<file path="src/rtl/dtcm_responder_pkg.sv">
// Shared definitions for the data TCM responder: geometry, size encodings,
// byte-mask generation and load result formatting.
package dtcm_responder_pkg;

    localparam int TCM_AW = 4;
    localparam int TCM_DW = 64;

    localparam logic [1:0] SIZE_B = 2'd0;
    localparam logic [1:0] SIZE_H = 2'd1;
    localparam logic [1:0] SIZE_W = 2'd2;
    localparam logic [1:0] SIZE_D = 2'd3;

    typedef enum logic {
        ST_IDLE  = 1'b0,
        ST_SPLIT = 1'b1
    } state_e;

    function automatic logic [7:0] size_mask(input logic [1:0] size);
        logic [7:0] m;
        case (size)
            SIZE_B:  m = 8'h01;
            SIZE_H:  m = 8'h03;
            SIZE_W:  m = 8'h0F;
            default: m = 8'hFF;
        endcase
        return m;
    endfunction

    function automatic logic [63:0] load_extend(input logic [63:0] d, input logic [1:0] size,
                                                input logic usi);
        logic [63:0] r;
        case (size)
            SIZE_B:  r = usi ? {56'd0, d[7:0]}  : {{56{d[7]}}, d[7:0]};
            SIZE_H:  r = usi ? {48'd0, d[15:0]} : {{48{d[15]}}, d[15:0]};
            SIZE_W:  r = usi ? {32'd0, d[31:0]} : {{32{d[31]}}, d[31:0]};
            default: r = d;
        endcase
        return r;
    endfunction

endpackage

</file>
<file path="src/rtl/dtcm_responder_bank.sv">
// One TCM bank: byte-masked synchronous write, registered read. Contents are
// never reset.
module dtcm_bank #(
    parameter int AW = 4,
    parameter int DW = 64
) (
    input  logic              CLK,
    input  logic              re,
    input  logic [AW-1:0]     idx,
    input  logic [DW/8-1:0]   wmask,
    input  logic [DW-1:0]     wdata,
    output logic [DW-1:0]     rdata
);

    logic [DW-1:0] mem [2**AW];

    always_ff @(posedge CLK) begin
        for (int i = 0; i < DW/8; i++) begin
            if (wmask[i]) mem[idx][8*i +: 8] <= wdata[8*i +: 8];
        end
    end

    // Read port holds its value when idle so a stalled response stays stable.
    always_ff @(posedge CLK) begin
        if (re) rdata <= mem[idx];
    end

endmodule

</file>
<file path="src/rtl/dtcm_responder.sv">
// Data TCM responder: valid/ready LSU requests onto two interleaved banks,
// window-crossing accesses split into two bank cycles, one-entry response.
module dtcm_responder
    import dtcm_responder_pkg::*;
#(
    parameter int AW = TCM_AW,
    parameter int DW = TCM_DW
) (
    input  logic          CLK,
    input  logic          RSTn,
    input  logic          req_valid,
    output logic          req_ready,
    input  logic [63:0]   req_addr,
    input  logic          req_wen,
    input  logic [1:0]    req_size,
    input  logic          req_usi,
    input  logic [DW-1:0] req_wdata,
    output logic          rsp_valid,
    input  logic          rsp_ready,
    output logic [DW-1:0] rsp_rdata,
    output logic          rsp_err,
    input  logic          flush,
    output logic          fsm_state
);

    // Handshake: a transfer happens on a rising edge where valid and ready
    // are both high; valid never depends on ready, payload is held while
    // valid is high and ready is low.

    state_e state_q, state_d;

    logic [3:0]     off;
    logic [AW-1:0]  line;
    logic [4:0]     span;
    logic [64:0]    end_addr;
    logic           cur_split, cur_err, accept;
    logic [31:0]    mask32;
    logic [255:0]   data256;

    assign off       = req_addr[3:0];
    assign line      = req_addr[4 +: AW];
    assign span      = {1'b0, off} + (5'd1 << req_size);
    assign cur_split = span > 5'd16;
    assign end_addr  = {1'b0, req_addr} + {61'd0, (4'd1 << req_size)} - 65'd1;
    assign cur_err   = |end_addr[64:4+AW];
    assign mask32    = {24'd0, size_mask(req_size)} << off;
    assign data256   = {192'd0, req_wdata} << {off, 3'b000};

    logic rsp_valid_q, rsp_valid_d;
    logic rsp_err_q, rsp_load_q, rsp_split_q, rsp_usi_q;
    logic [3:0]   rsp_off_q;
    logic [1:0]   rsp_size_q;
    logic [AW-1:0] split_idx_q;
    logic          split_wen_q;
    logic [15:0]   hmask_q;
    logic [127:0]  hdata_q;
    logic [127:0]  held_q;

    assign req_ready = (state_q == ST_IDLE) & ~flush & (~rsp_valid_q | rsp_ready);
    assign accept    = req_valid & req_ready;

    logic          bank_re;
    logic [AW-1:0] bank_idx;
    logic [7:0]    a_mask, b_mask;
    logic [63:0]   a_data, b_data, a_rdata, b_rdata;

    always_comb begin
        state_d     = state_q;
        rsp_valid_d = rsp_valid_q & ~rsp_ready;
        bank_re     = 1'b0;
        bank_idx    = line;
        a_mask      = 8'd0;
        b_mask      = 8'd0;
        a_data      = data256[63:0];
        b_data      = data256[127:64];
        case (state_q)
            ST_IDLE: begin
                if (accept) begin
                    if (!cur_err) begin
                        bank_re = ~req_wen;
                        if (req_wen) begin
                            a_mask = mask32[7:0];
                            b_mask = mask32[15:8];
                        end
                        if (cur_split) state_d = ST_SPLIT;
                    end
                    rsp_valid_d = cur_err | ~cur_split;
                end
            end
            ST_SPLIT: begin
                // Second window; a store finishes even under flush.
                bank_idx = split_idx_q;
                a_data   = hdata_q[63:0];
                b_data   = hdata_q[127:64];
                if (split_wen_q) begin
                    a_mask = hmask_q[7:0];
                    b_mask = hmask_q[15:8];
                end else begin
                    bank_re = ~flush;
                end
                rsp_valid_d = 1'b1;
                state_d     = ST_IDLE;
            end
            default: state_d = ST_IDLE;
        endcase
        if (flush) rsp_valid_d = 1'b0;
    end

    always_ff @(posedge CLK or negedge RSTn) begin
        if (!RSTn) begin
            state_q     <= ST_IDLE;
            rsp_valid_q <= 1'b0;
            rsp_err_q   <= 1'b0;
            rsp_load_q  <= 1'b0;
            rsp_split_q <= 1'b0;
            rsp_usi_q   <= 1'b0;
            rsp_off_q   <= 4'd0;
            rsp_size_q  <= 2'd0;
            split_idx_q <= '0;
            split_wen_q <= 1'b0;
            hmask_q     <= 16'd0;
            hdata_q     <= 128'd0;
            held_q      <= 128'd0;
        end else begin
            state_q     <= state_d;
            rsp_valid_q <= rsp_valid_d;
            if (accept) begin
                rsp_err_q   <= cur_err;
                rsp_load_q  <= ~req_wen & ~cur_err;
                rsp_split_q <= cur_split & ~cur_err;
                rsp_usi_q   <= req_usi;
                rsp_off_q   <= off;
                rsp_size_q  <= req_size;
                split_idx_q <= line + AW'(1);
                split_wen_q <= req_wen;
                hmask_q     <= mask32[31:16];
                hdata_q     <= data256[255:128];
            end
            if (state_q == ST_SPLIT) held_q <= {b_rdata, a_rdata};
        end
    end

    dtcm_bank #(.AW(AW), .DW(DW)) u_bank_a (
        .CLK(CLK), .re(bank_re), .idx(bank_idx), .wmask(a_mask), .wdata(a_data), .rdata(a_rdata)
    );

    dtcm_bank #(.AW(AW), .DW(DW)) u_bank_b (
        .CLK(CLK), .re(bank_re), .idx(bank_idx), .wmask(b_mask), .wdata(b_data), .rdata(b_rdata)
    );

    // Split loads merge the held first window below the live second window.
    logic [127:0] win_now, win_lo;
    logic [255:0] win_cat;
    logic [63:0]  load_bytes;

    assign win_now    = {b_rdata, a_rdata};
    assign win_lo     = rsp_split_q ? held_q : win_now;
    assign win_cat    = {win_now, win_lo};
    assign load_bytes = 64'(win_cat >> {rsp_off_q, 3'b000});

    assign rsp_valid = rsp_valid_q;
    assign rsp_err   = rsp_err_q;
    assign rsp_rdata = rsp_load_q ? load_extend(load_bytes, rsp_size_q, rsp_usi_q) : 64'd0;
    assign fsm_state = (state_q == ST_SPLIT);

endmodule

</file>
<file path="config.mk">
export PLATFORM = sky130hd
export DESIGN_NAME = dtcm_responder
export DESIGN_NICKNAME = d
export VERILOG_FILES = /design/src/rtl/dtcm_responder_pkg.sv /design/src/rtl/dtcm_responder_bank.sv /design/src/rtl/dtcm_responder.sv
export SDC_FILE = /design/constraint.sdc
export NUM_CORES = 2
export LEC_CHECK = 0
export ABC_AREA = 1
export CAP_MARGIN = 40
export CELL_PAD_IN_SITES_DETAIL_PLACEMENT = 1
export CELL_PAD_IN_SITES_GLOBAL_PLACEMENT = 1
export CORE_MARGIN = 3
export CORE_UTILIZATION = 32
export CTS_CLUSTER_SIZE = 25
export DETAILED_ROUTE_END_ITERATION = 8
export PLACE_DENSITY = 0.65
export RECOVER_POWER = 100
export SYNTH_ARGS = -nofsm -noshare
export SYNTH_HDL_FRONTEND = slang
export SYNTH_HIERARCHICAL = 1
export SYNTH_SLANG_ARGS = --single-unit
</file>
<file path="constraint.sdc">
create_clock -name CLK -period 4.5 [get_ports CLK]
set_input_delay 0.9 -clock CLK [delete_from_list [all_inputs] [get_ports CLK]]
set_output_delay 0.9 -clock CLK [all_outputs]
set_load 0.03 [all_outputs]
</file>
### Word level (Yosys, flattened, before mapping)

Memories as Yosys holds them, arrays and structs flattened. A register that Yosys moved wholly into a read port is not among the register bits.
Index checks and enable logic that the tools add are counted.

* add/sub/neg operators: 4
* $lt $le $gt $ge: 1
* equality and inequality tests: 4
* shift-type cells: 5
* muxes and demuxes: 63
* bitwise gates (word level): 15
* reductions and logical operators: 3

Operators with widths (number)
* 64-bit 2-to-1 mux: 6
* 64-bit by 7-bit left shift with 256-bit output: 1
* 256-bit by 7-bit >> shifter with 64-bit output: 1
* 64-bit case mux with 3 select lines: 1
* 128-bit 2-to-1 mux: 1
* 64-bit by 4-bit adder with 65-bit output: 1
* 65-bit by 1-bit subtractor with 65-bit output (second input constant): 1
* 8-bit 2-to-1 mux: 8
* 57-bit OR reduction: 1
* 1-bit 2-to-1 mux: 40
* 8-bit case mux with 2 select lines: 2
* 8-bit by 4-bit left shift with 32-bit output: 1
* 8-bit case mux with 3 select lines: 1
* 1-bit NOT: 7
* 1-bit bitwise AND: 6
* 1-bit case mux with 2 select lines: 3
* 4-bit by 5-bit adder with 5-bit output: 1
* 5-bit > comparator (second input constant): 1
* 1-bit by 2-bit left shift with 5-bit output (first input constant): 1
* 4-bit by 1-bit adder with 4-bit output (second input constant): 1
* 2-bit by 1-bit == test with 1-bit output (second input constant): 2
* 2-bit == test (second input constant): 2
* 2-bit logical NOT: 2
* 4-bit 2-to-1 mux: 1
* 2 further kinds: 3

* register bits after elaboration: 289
* RAM bits: 2048
* memories kept: 2

Memory list
* u_bank_a.mem: words 16, width 64, read ports 1, clocked after Yosys merged registers in 1, write ports 1, RTL line dtcm_responder_bank.sv:15 `logic [DW-1:0] mem [2**AW];`
* u_bank_b.mem: words 16, width 64, read ports 1, clocked after Yosys merged registers in 1, write ports 1, RTL line dtcm_responder_bank.sv:15

### Logic depth before layout (Yosys ltp)

* depth after elaboration: 9
* depth in mapped cells: 28
* depth with buffers taken out: 27

### Cells and area by module

Netlist, hierarchy kept.

Modules (own cells, without submodules)
* dtcm_bank: times used 2, cells an instance 4340, area each 45080.7 um2, seq. area each 32671.3 um2
* dtcm_responder: times used 1, cells an instance 4622, area each 25451.9 um2, seq. area each 5205.0 um2

### Worst setup path after synthesis

Ideal clock, no wire load.

* kind: input to register
* start: input port req_addr[1]
* end: register u_bank_a.rdata[0], read port of u_bank_a.mem, enable pin
* library setup time: 0.517 ns
* data arrival time: 5.196 ns
* slack: -1.213 ns
* cell stages on the path: 26
* cell sequence: clkinv_1 -> clkbuf_1 -> clkbuf_1 -> ha_1 -> inv_1 -> ha_1 -> nand2_1 -> nand2_1 -> nand2_1 -> nand2_2 -> nand2_1 -> nand2_2 -> nand2_1 -> nand2_1 -> nand3_1 -> nand2_1 -> nand2_1 -> nand2_1 -> nand2_1 -> nor2_1 -> nand2_1 -> nor2_2 -> nand2_4 -> nor2_4 -> nand2_2 -> o21ai_2

* cells in the longest elaborated chain, start to end: 6

RTL lines
* start: declaration: RTL line dtcm_responder.sv:13 `input logic [63:0] req_addr,`
* 64-bit by 4-bit adder with 65-bit output: RTL line dtcm_responder.sv:44 `assign end_addr = {1'b0, req_addr} + {61'd0, (4'd1 << req_size)} - 65'd1;`
* 65-bit by 1-bit subtractor with 65-bit output: RTL line dtcm_responder.sv:44
* 57-bit OR reduction: RTL line dtcm_responder.sv:45 `assign cur_err = |end_addr[64:4+AW];`
* 1-bit 2-to-1 mux: RTL line dtcm_responder.sv:79 `if (!cur_err) begin`
* 1-bit 2-to-1 mux: RTL line dtcm_responder.sv:78 `if (accept) begin`
* 1-bit case mux with 2 select lines: RTL line dtcm_responder.sv:76 `case (state_q)`
* via bank_re: RTL line dtcm_responder.sv:62 `logic bank_re;`
* end: declaration: RTL line dtcm_responder_bank.sv:12 `output logic [DW-1:0] rdata`

The timed path passes the listed nets, and every way through them passes these cells.
A chain may end at the register's enable or synchronous reset.

### Worst setup path in the final report

* start: register rsp_split_q
* end: output port rsp_rdata[63]

* cells in the longest elaborated chain, start to end: 5

RTL lines
* start: declaration: RTL line dtcm_responder.sv:50 `logic rsp_err_q, rsp_load_q, rsp_split_q, rsp_usi_q;`
* start signal: assignment: RTL line dtcm_responder.sv:130 `rsp_split_q <= cur_split & ~cur_err;`
* 128-bit 2-to-1 mux *: RTL line dtcm_responder.sv:157 `assign win_lo = rsp_split_q ? held_q : win_now;`
* 256-bit by 7-bit >> shifter with 64-bit output *: RTL line dtcm_responder.sv:159 `assign load_bytes = 64'(win_cat >> {rsp_off_q, 3'b000});`
* 64-bit 2-to-1 mux (on tied branches): RTL line dtcm_responder_pkg.sv:35, dtcm_responder_pkg.sv:33, dtcm_responder_pkg.sv:34
* 64-bit case mux with 3 select lines *: RTL line dtcm_responder_pkg.sv:32 `case (size)`
* 64-bit 2-to-1 mux *: RTL line dtcm_responder.sv:163 `assign rsp_rdata = rsp_load_q ? load_extend(load_bytes, rsp_size_q, rsp_usi_q) : 64'd0;`
* end: declaration: RTL line dtcm_responder.sv:20 `output logic [DW-1:0] rsp_rdata,`

Every way passes the cells marked *; elsewhere a longest branch is shown, timed or not.

==> results.tsv <==
metric	value	unit
status	finished, violations left	
failing checks	max-capacitance violations, max-slew violations, negative setup slack	
grt ovf	0	
CTS buffer count	276	
Area Overhead vs Synth	21.8	%
CTS Buffer Depth	4	
Port-buffer cells	204	
DR pass1 iterations	6	
gpl congestion	0.920	
Worst-Skew Late Latency	960	ps
IO Pins	205	
Avg Cell Area, Syn	8.69	sq um
initial drt markers	8726	
die area	0.369	sq mm
crit path capture type	output pin	
Crit Path Category	reg -> out	
clock tree from TritonCTS	done	
setup TNS	-79920	ps
synthesized area	0.116	sq mm
htree depth	5	
FMAX	0.212	GHz
drc violations	0	
peak supply drop	0.000299	V
DR vias/cell	4.94	
Routed wire per std cell	23.9	um
CP delay by family, top	buffers and inverters	
unrepaired setup endpoints after global routing	yes	
Pwr Total	53.9	mW
number of synthesized register bits	2384	
CP peak stage delay	600	ps
Final min period	4720	ps
post-route clock period utilization	1.05	
antenna viol nets, final	0	
r2r setup slk	-200	ps
post-synth top area share	0.565	
Initial Util	0.322	
Worst Setup EP	rsp_rdata[63]	
Slew Limit Fails	292	
Worst R2R Path Depth	11	
Reg-to-Reg Start	fsm_state	
row count	220	
Synth Warn #	6	
first-pass GRT wire length	655	mm
leakage power	62.5	nW
Post-synth EDFFs	2176	
final setup fails	1413	
critical path arrival	3820	ps
root buf cell	clkbuf_16	
final hold violations	0	
count of buffer and inverter cells on the critical path	7	
share of cells above drive strength 1	0.134	
PD cells	383	mW/mm^2
Least-Margin Pin Slew	2720	ps
Worst Min Path Start	held_q[63]	
ys async rst share	0.0872	
gr usage total	0.242	
Detail Placement HPWL	324	mm
ranking of synthesized cells by area	edfxtp_1 57%, nand2_1 24%, dfrtp_1 4.5%	
vias after detailed routing	94864	
number of global-route vias before repair	95636	
crit-path cells	clkinv_8, buf_12, nand2_2, nand3_2, o21ai_4, mux2i_2, a21oi_1, a22oi_2, buf_6, nand4_1, nand2_2, inv_2, nand3_4, nand2_8, buf_16, a21oi_4, buf_6, buf_12	
total core area	0.359	sq mm
Post-synth top cells	7275 x nand2_1, 2176 x edfxtp_1, 861 x inv_1, 605 x nor2_1, 519 x o21ai_0	
Reg clk slew, reported paths	60	ps
Worst Setup SP	rsp_split_q	
relative slew slack	-0.813	
Hold Path Cell Cnt	2	
initial antenna violation count	42	
Max Cap Viol	5	
Yosys cell types	59	
Worst setup SP type	register	
total clock sinks	2384	
Total Wirelength	458	mm
cell count after synthesis	13302	
Min Hold Slack	468	ps
largest net degree at the start of global routing	130	
fin nets	14381	
Top FF cell, synth	edfxtp_1	
sequential cell area fraction in the yosys report	0.610	
Worst EP required	3600	ps
Crit Path Max Fanout	8	
Slowest cell on crit path	dfrtp_4	
Final WS setup	-221	ps
die height	607	um
hold crit path type	reg -> reg	
reg-to-reg endpoint	u_bank_a/rdata[16]	
critical path depth in cells	18	
Max Clock Skew	78.7	ps
top-count cell post-synth	nand2_1	
die width	607	um
Mapped Nets	13513	
largest area contributor in the synthesized netlist	edfxtp_1	
## layer usage
| metal | share of wire | global-route usage | vias up |
|---|---|---|---|
| li1 | - | - | 44482 |
| met1 | 0.42 | 0.320 | 46669 |
| met2 | 0.46 | 0.397 | 2981 |
| met3 | 0.067 | 0.0383 | 718 |
| met4 | 0.044 | 0.0947 | 14 |
| met5 | 0.00021 | 0 | - |
## tightest hold or removal path: cells and delay by family, from the launching register on
family,cells,cell delay (ps)
flip-flops,1,340
AND/OR/NAND/NOR,2,100
## layout by cell type, fill, tap and decap left out, types with 23 or more instances in the layout
master,synthesis,final
o211ai_1,32,32
dfrtp_1,208,203
mux2i_1,44,40
a21oi_1,169,147
buf_4,17,882
a31oi_1,26,24
clkbuf_16,0,285
o22ai_1,193,170
nand3_1,183,170
o21ai_1,12,71
o21ai_0,519,412
inv_2,25,36
inv_1,861,837
o21ai_2,2,44
ha_1,73,66
buf_12,0,127
nand2_1,7275,7198
clkdlybuf4s50_1,0,128
nor2_2,20,35
clkinv_2,0,55
clkbuf_2,0,29
nor2_4,3,42
clkbuf_4,0,39
clkbuf_1,290,66
edfxtp_1,2176,2176
nor2_1,605,551
bufinv_16,0,23
nand2_2,23,82
clkinv_1,9,47
buf_6,8,29
## registers in the layout, summed over array words and instances, names as in the netlist, 2 cells and up
register	flops
held_q	128
u_bank_a/mem	1024
hmask_q	7
rsp_size_q	2
u_bank_b/rdata	64
u_bank_a/rdata	64
hdata_q	56
u_bank_b/mem	1024
rsp_off_q	4
split_idx_q	4
## repair_timing
item,4_1_cts,5_1_grt
hold buffers,1,0
setup buffers,35,27
pin swaps,40,59
gates resized for setup,295,191
gates cloned,4,7
hold endpoints to repair,12,0
endpoints found under the setup margin,1983,2238
## cells by family after synthesis
family          count (synthesis)  share of synthesized area
compound gates               1028                     0.0499
xor+xnor                       15                    0.00114
fa+ha+maj                      74                    0.00807
buf+inv                      1577                     0.0558
flops                        2384                      0.610
mux                            44                    0.00381
simple gates                 8180                      0.271
## area by class of cell
| type | instances | area [sq um] |
|---|---|---|
| fill | 41869 | 219000 |
| antenna | 22 | 55.1 |
| timing repair inverter | 1 | 8.76 |
| tap | 4773 | 5970 |
| multi-input combinational | 9341 | 40100 |
| clock inverter | 155 | 1630 |
| timing repair buffer | 1270 | 11800 |
| inverter | 896 | 3440 |
| sequential | 2384 | 70600 |
| clock buffer | 346 | 7300 |
## worst min path at each step
stage | to | slack [ps]
global route | held_q[114] | 490
detailed placement | held_q[125] | 460
floorplan | held_q[62] | 440
global placement | held_q[118] | 450
CTS | held_q[125] | 470
finish | held_q[63] | 470
## metrics by stage
step                utilization  instance area (sq um)  worst slack (ps)  cells
floorplan                     -                 116000              -157  13302
global placement          0.362                 130000             -1260  18587
detailed placement        0.362                 130000             -1360  18590
CTS                       0.390                 140000              -278  19131
global route              0.392                 141000              -397  19178
finish                    0.392                 141000              -221  19188
## where the power goes
group | internal, mW | switching [mW]
combinational | 2.02 | 4.95
clock | 13.0 | 9.51
sequential | 24.4 | 0.0645
(Power assumes the default switching activity.)
